**src/rtl/seq_controller_if.sv**
```systemverilog
// rtl/seq_controller_if.sv - sequencer control/status bundle between datapath and seq_controller
interface seq_controller_if;
    logic       start;
    logic [3:0] icode;
    logic       instr_valid;
    logic       imem_error;
    logic       dmem_error;
    logic [2:0] cf_out;
    logic [5:0] stage_en;
    logic [2:0] cf_in;
    logic [2:0] stat;
    logic       busy;

    modport master (
        output start, icode, instr_valid, imem_error, dmem_error, cf_out,
        input  stage_en, cf_in, stat, busy
    );

    modport slave (
        input  start, icode, instr_valid, imem_error, dmem_error, cf_out,
        output stage_en, cf_in, stat, busy
    );
endinterface

```
**src/rtl/seq_controller.sv**
```systemverilog
// rtl/seq_controller.sv - six-stage sequential CPU controller; SEQ_PERF_CNT_EN adds cycle/instr counters
module seq_controller (
    input  logic           clk,
    input  logic           rst,
    seq_controller_if.slave bus
`ifdef SEQ_PERF_CNT_EN
    ,
    output logic [31:0]    cycle_cnt,
    output logic [31:0]    instr_cnt
`endif
);

    localparam logic [2:0] STAT_AOK = 3'd1;
    localparam logic [2:0] STAT_HLT = 3'd2;
    localparam logic [2:0] STAT_ADR = 3'd3;
    localparam logic [2:0] STAT_INS = 3'd4;
    localparam logic [3:0] ICODE_HALT = 4'h0;
    localparam logic [3:0] ICODE_OPQ  = 4'h6;
    localparam logic [2:0] CF_RESET   = 3'b100;

    typedef enum logic [2:0] {
        IDLE,
        FETCH,
        DECODE,
        EXECUTE,
        MEMORY,
        WRITEBACK,
        PCUPDATE,
        HALTED
    } state_t;

    state_t     state_q, state_d;
    logic [2:0] stat_q, stat_d;
    logic [2:0] cf_q, cf_d;
    logic [3:0] icode_q, icode_d;
    logic [5:0] stage_en;
    logic       busy;

    always_ff @(posedge clk) begin
        if (rst) begin
            state_q <= IDLE;
            stat_q  <= STAT_AOK;
            cf_q    <= CF_RESET;
            icode_q <= 4'h0;
        end else begin
            state_q <= state_d;
            stat_q  <= stat_d;
            cf_q    <= cf_d;
            icode_q <= icode_d;
        end
    end

    always_comb begin
        state_d  = state_q;
        stat_d   = stat_q;
        cf_d     = cf_q;
        icode_d  = icode_q;
        stage_en = 6'b000000;
        busy     = 1'b1;
        case (state_q)
            IDLE: begin
                busy = 1'b0;
                if (bus.start) state_d = FETCH;
            end
            FETCH: begin
                stage_en = 6'b000001;
                icode_d  = bus.icode;
                // Address fault outranks an illegal encoding, which outranks halt.
                if (bus.imem_error) begin
                    state_d = HALTED;
                    stat_d  = STAT_ADR;
                end else if (!bus.instr_valid) begin
                    state_d = HALTED;
                    stat_d  = STAT_INS;
                end else if (bus.icode == ICODE_HALT) begin
                    state_d = HALTED;
                    stat_d  = STAT_HLT;
                end else begin
                    state_d = DECODE;
                end
            end
            DECODE: begin
                stage_en = 6'b000010;
                state_d  = EXECUTE;
            end
            EXECUTE: begin
                stage_en = 6'b000100;
                state_d  = MEMORY;
                // Only OPq writes the flags; the latched icode keeps fetch glitches out.
                if (icode_q == ICODE_OPQ) cf_d = bus.cf_out;
            end
            MEMORY: begin
                stage_en = 6'b001000;
                if (bus.dmem_error) begin
                    state_d = HALTED;
                    stat_d  = STAT_ADR;
                end else begin
                    state_d = WRITEBACK;
                end
            end
            WRITEBACK: begin
                stage_en = 6'b010000;
                state_d  = PCUPDATE;
            end
            PCUPDATE: begin
                stage_en = 6'b100000;
                state_d  = FETCH;
            end
            HALTED: begin
                busy = 1'b0;
            end
            default: begin
                busy    = 1'b0;
                state_d = IDLE;
            end
        endcase
    end

    assign bus.stage_en = stage_en;
    assign bus.cf_in    = cf_q;
    assign bus.stat     = stat_q;
    assign bus.busy     = busy;

`ifdef SEQ_PERF_CNT_EN
    always_ff @(posedge clk) begin
        if (rst) begin
            cycle_cnt <= 32'd0;
            instr_cnt <= 32'd0;
        end else begin
            if (busy) cycle_cnt <= cycle_cnt + 32'd1;
            if (state_q == PCUPDATE) instr_cnt <= instr_cnt + 32'd1;
        end
    end
`endif

endmodule

```
**src/flat_wrapper.sv**
```systemverilog
// flat-port wrapper written by rule: the top's interface ports become plain ports
module seq_controller_flat 
  (clk, rst, bus_start, bus_icode, bus_instr_valid, bus_imem_error, bus_dmem_error, bus_cf_out, bus_stage_en, bus_cf_in, bus_stat, bus_busy);
  seq_controller_if bus_i ();
  input  logic clk;
  input  logic rst;
  input wire logic [$bits(bus_i.start)-1:0] bus_start;
  input wire logic [$bits(bus_i.icode)-1:0] bus_icode;
  input wire logic [$bits(bus_i.instr_valid)-1:0] bus_instr_valid;
  input wire logic [$bits(bus_i.imem_error)-1:0] bus_imem_error;
  input wire logic [$bits(bus_i.dmem_error)-1:0] bus_dmem_error;
  input wire logic [$bits(bus_i.cf_out)-1:0] bus_cf_out;
  output wire logic [$bits(bus_i.stage_en)-1:0] bus_stage_en;
  output wire logic [$bits(bus_i.cf_in)-1:0] bus_cf_in;
  output wire logic [$bits(bus_i.stat)-1:0] bus_stat;
  output wire logic [$bits(bus_i.busy)-1:0] bus_busy;
  assign bus_i.start = bus_start;
  assign bus_i.icode = bus_icode;
  assign bus_i.instr_valid = bus_instr_valid;
  assign bus_i.imem_error = bus_imem_error;
  assign bus_i.dmem_error = bus_dmem_error;
  assign bus_i.cf_out = bus_cf_out;
  assign bus_stage_en = bus_i.stage_en;
  assign bus_cf_in = bus_i.cf_in;
  assign bus_stat = bus_i.stat;
  assign bus_busy = bus_i.busy;
  seq_controller u_core (.clk(clk), .rst(rst), .bus(bus_i));
endmodule
```
**config.mk**
```make
export PLATFORM = sky130hd
export DESIGN_NAME = seq_controller_flat
export DESIGN_NICKNAME = d
export VERILOG_FILES = /design/src/rtl/seq_controller_if.sv /design/src/rtl/seq_controller.sv /design/src/flat_wrapper.sv
export SDC_FILE = /design/constraint.sdc
export NUM_CORES = 1
export LEC_CHECK = 0
export BUFFER_PORTS_ARGS = -buffer_cell sky130_fd_sc_hd__buf_4
export CORE_MARGIN = 1.5
export CORE_UTILIZATION = 40
export DETAILED_ROUTE_END_ITERATION = 10
export PLACE_DENSITY = 0.66
export SYNTH_ARGS = -nofsm -noshare
export SYNTH_HDL_FRONTEND = slang
export SYNTH_SLANG_ARGS = --single-unit
```
**constraint.sdc**
```tcl
create_clock -name clk -period 3.1 [get_ports clk]
set_clock_uncertainty 0.15 [all_clocks]
set_input_delay 0.155 -clock clk [delete_from_list [all_inputs] [get_ports clk]]
set_output_delay 0.155 -clock clk [all_outputs]
set_load 0.02 [all_outputs]
```
==> run_results.csv <==
group,metric,value,unit
placement,place_congestion,0.776,
worst_setup_path,crit_slowest_cell,"nor3b_2",
final_layout,drive_gt1_share,30.4,%
drt,viasPerCell,5.28,
drt,via_count,723,
power_and_ir_drop,p_clk_share,13.0,%
placement,place_inst,125,
power_and_ir_drop,intPower,0.000470,W
worst_setup_path,crit_family,"simple AND/OR/NAND/NOR gates",
synth,seq_area_frac_synth,34.4,%
sta,slew_headroom,46.6,%
final_layout,regArea,260,µm²
synth,yosysTopAreaCellShare,34.4,%
floorplanning,die_h,46.5,µm
min_path,min_path_type,"input pin to register",
worst_setup_path,crit_path_start_kind,"register",
cts,clk_pin_slew,80,ps
worst_setup_path,cp_cell_sequence,"nor3b_2 > buf_4",
global_routing,grt_start_max_net_pins,21,
drt,routed_wirelength,1720,µm
synth,synth_edf_count,0,
run,drv_cap,0,
sta,worst_pin_slew,798,ps
power_and_ir_drop,p_sw,0.000349,W
cts,post_cts_buffers,0,
synth,synth_cells,82,
cts,numCtsBuffers,3,
floorplanning,ios,26,
drt,drc,0,
drt,routedWlPerCell,12.5,µm
power_and_ir_drop,p_sw_share,42.6,%
global_routing,overflow,0,
synth,async_reset_ff_share,0,%
sta,slew_violations,0,
drt,postRouteAntennaNets,0,
synth,synthMostInstantiatedCell,"dfxtp_1",
sta,period_share,72.8,%
global_routing,grt_pass1_vias,636,
cts,cts.sinks,13,
outcome,outcome,"finished, final reports clean",
worst_setup_path,end_kind,"output port",
cts,cts_root_buf,"clkbuf_4",
power_and_ir_drop,pwr-share-comb,51.3,%
final_layout,multiInputGateArea,443,µm²
floorplanning,die_w,46.5,µm
cts,tritoncts,"yes",
sta,fmax,0.443,GHz
synth,netlist_top_cells_area,"dfxtp_1 (34%), mux2i_1 (6.6%), nor2_1 (4.5%)",
drt,drtIter0Drc,7,
synth,syn_nets,96,
worst_setup_path,crit_buf_inv,1,
cts,htreeDepth,1,
global_routing,grt_use_total,17.5,%
worst_setup_path,crit_type,"register to output port",
synth,synth.distinct_cells,35,
global_routing,antenna_found_initial,0,
power_and_ir_drop,power.share.sequential,35.7,%
final_layout,syn_to_final_growth,37.4,%
worst_setup_path,critPathMaxStageDelay,750,ps
synth,synth_seq_cells,13,
cts,clockBufferDepth,2,
floorplanning,die-area,2160,µm²
synth,avgSynthCellArea,9.23,µm²
final_layout,fillers,167,
final_layout,instances_no_fill,137,
power_and_ir_drop,peakVddDrop,356,µV
drt,drt-pass1-iter-count,4,
worst_setup_path,worstPathMaxFanout,17,
power_and_ir_drop,p_leak,0.431,nW
worst_setup_path,crit_required,2790,ps
synth,ys_top_cells_by_count,"dfxtp_1 (13), nor2_1 (9), mux2i_1 (5), nor3_1 (5)",
sta,finalCriticalPeriod,2260,ps
cts,clk_latency,280,ps
placement,port_buffers,25,
floorplanning,row_count,15,
sta,fin_tns_setup,0,ps
placement,hpwl,1140,µm
worst_setup_path,worstPathArrival,1950,ps
floorplanning,coreArea,1750,µm²
synth,yosysWarningCount,0,
floorplanning,start_util,43.4,%
synth,synth-main-ff-cell,"dfxtp_1",
final_layout,nets,127,
power_and_ir_drop,p_per_area,788,nW/µm²
sta,finalSetupViolations,0,
sta,rsz0062_at_grt,"no",
sta,final_hold_viol_count,0,
synth,netlist_area,757,µm²
synth,yosysTopAreaCell,"dfxtp_1",
final_layout,diodes,0,
global_routing,grt_pass1_wl,2690,µm
-- cells in the final DEF (no fill, tap or decap), types with 2 or more instances in the layout --
| cell type | n |
|---|---|
| and3_1 | 2 |
| a21oi_1 | 4 |
| dlygate4sd3_1 | 8 |
| buf_4 | 25 |
| mux2i_1 | 5 |
| and3b_1 | 2 |
| a31oi_1 | 2 |
| nor3_1 | 5 |
| a311oi_1 | 2 |
| a211oi_1 | 2 |
| nor2_1 | 9 |
| clkbuf_4 | 3 |
| o21ai_0 | 3 |
| dfxtp_1 | 13 |
| inv_1 | 3 |
| nand3_1 | 3 |
| nand3b_1 | 3 |
-- worst min-delay path, delay by kind of cell --
kind	cells	cell delay, ps
muxes	1	120
buffers and inverters	1	90
and+or+nand+nor	1	40
-- state kept, by name, summed over array words and instances (netlist names) --
signal / flops
u_core.bus.stat: 3
u_core.bus.cf_in: 3
u_core.state_q: 3
u_core.icode_q: 4
-- kinds of logic (layout without fill, tap and decap cells) --
logic type	after synthesis	after routing	synth area share, %
and+or+nand+nor	33	33	27.9
AOI/OAI and AO/OA	19	19	19.2
DFF	13	13	34.4
buffers and inverters	10	40	7.11
muxes	5	5	6.61
adders and majority gates	1	1	1.65
xor gates and xnor gates	1	1	3.14
-- layer usage --
metal / vias to the layer above / routed length, µm / global-route usage, %
li1: 367 / - / -
met1: 332 / 822 / 23.2
met2: 24 / 792 / 27.8
met3: 0 / 100 / 5.88
met4: 0 / 0 / 3.43
met5: - / 0 / 0
-- power groups by stage --
stage          Sequential (W)  Combinational, W  Clock, W
2_1_floorplan        0.000245          0.000372         0
3_3_place_gp         0.000294          0.000409         0
3_5_place_dp         0.000295          0.000412         0
4_1_cts              0.000292          0.000423  0.000113
5_1_grt              0.000302          0.000459  0.000118
6_report             0.000292          0.000421  0.000106
-- through the flow --
stage | power (W) | area [µm²] | hold WS [ps] | utilization [%] | setup WS (ps)
after global placement | 0.000703 | 933 | 252 | 53.5 | 1070
final | 0.000819 | 1040 | 15.4 | 59.6 | 843
after CTS | 0.000828 | 1040 | 2.88 | 59.6 | 838
after global routing | 0.000879 | 1040 | 45.9 | 59.6 | 736
after detailed placement | 0.000707 | 933 | 248 | 53.5 | 1010
after floorplan | 0.000616 | 757 | 73.9 | - | 1420
-- path summary, 6_finish.rpt --
| kind | depth (start not counted) | slack (ps) | to | from |
|---|---|---|---|---|
| setup / recovery | 2 | 840 | bus_stage_en[0] | u_core.state_q[0] |
| hold / removal | 3 | 20 | u_core.bus.stat[0] | bus_imem_error |
| setup reg to reg | 3 | 990 | u_core.bus.stat[2] | u_core.state_q[0] |
| hold reg to reg | 2 | 330 | u_core.bus.cf_in[0] | u_core.bus.cf_in[0] |
-- final cells by class --
type	instances	area share, %
flip-flops and latches	13	25.0
well taps	25	3.01
multi-input cells	59	42.6
clock buffers	4	2.53
inverters	3	1.08
repair buffers	33	25.8
-- repair_timing --
item,in CTS,in global routing
gates resized for setup,0,0
hold endpoints to repair,8,0
hold buffers,8,0
Note: power is estimated with default switching activity, not from simulation.
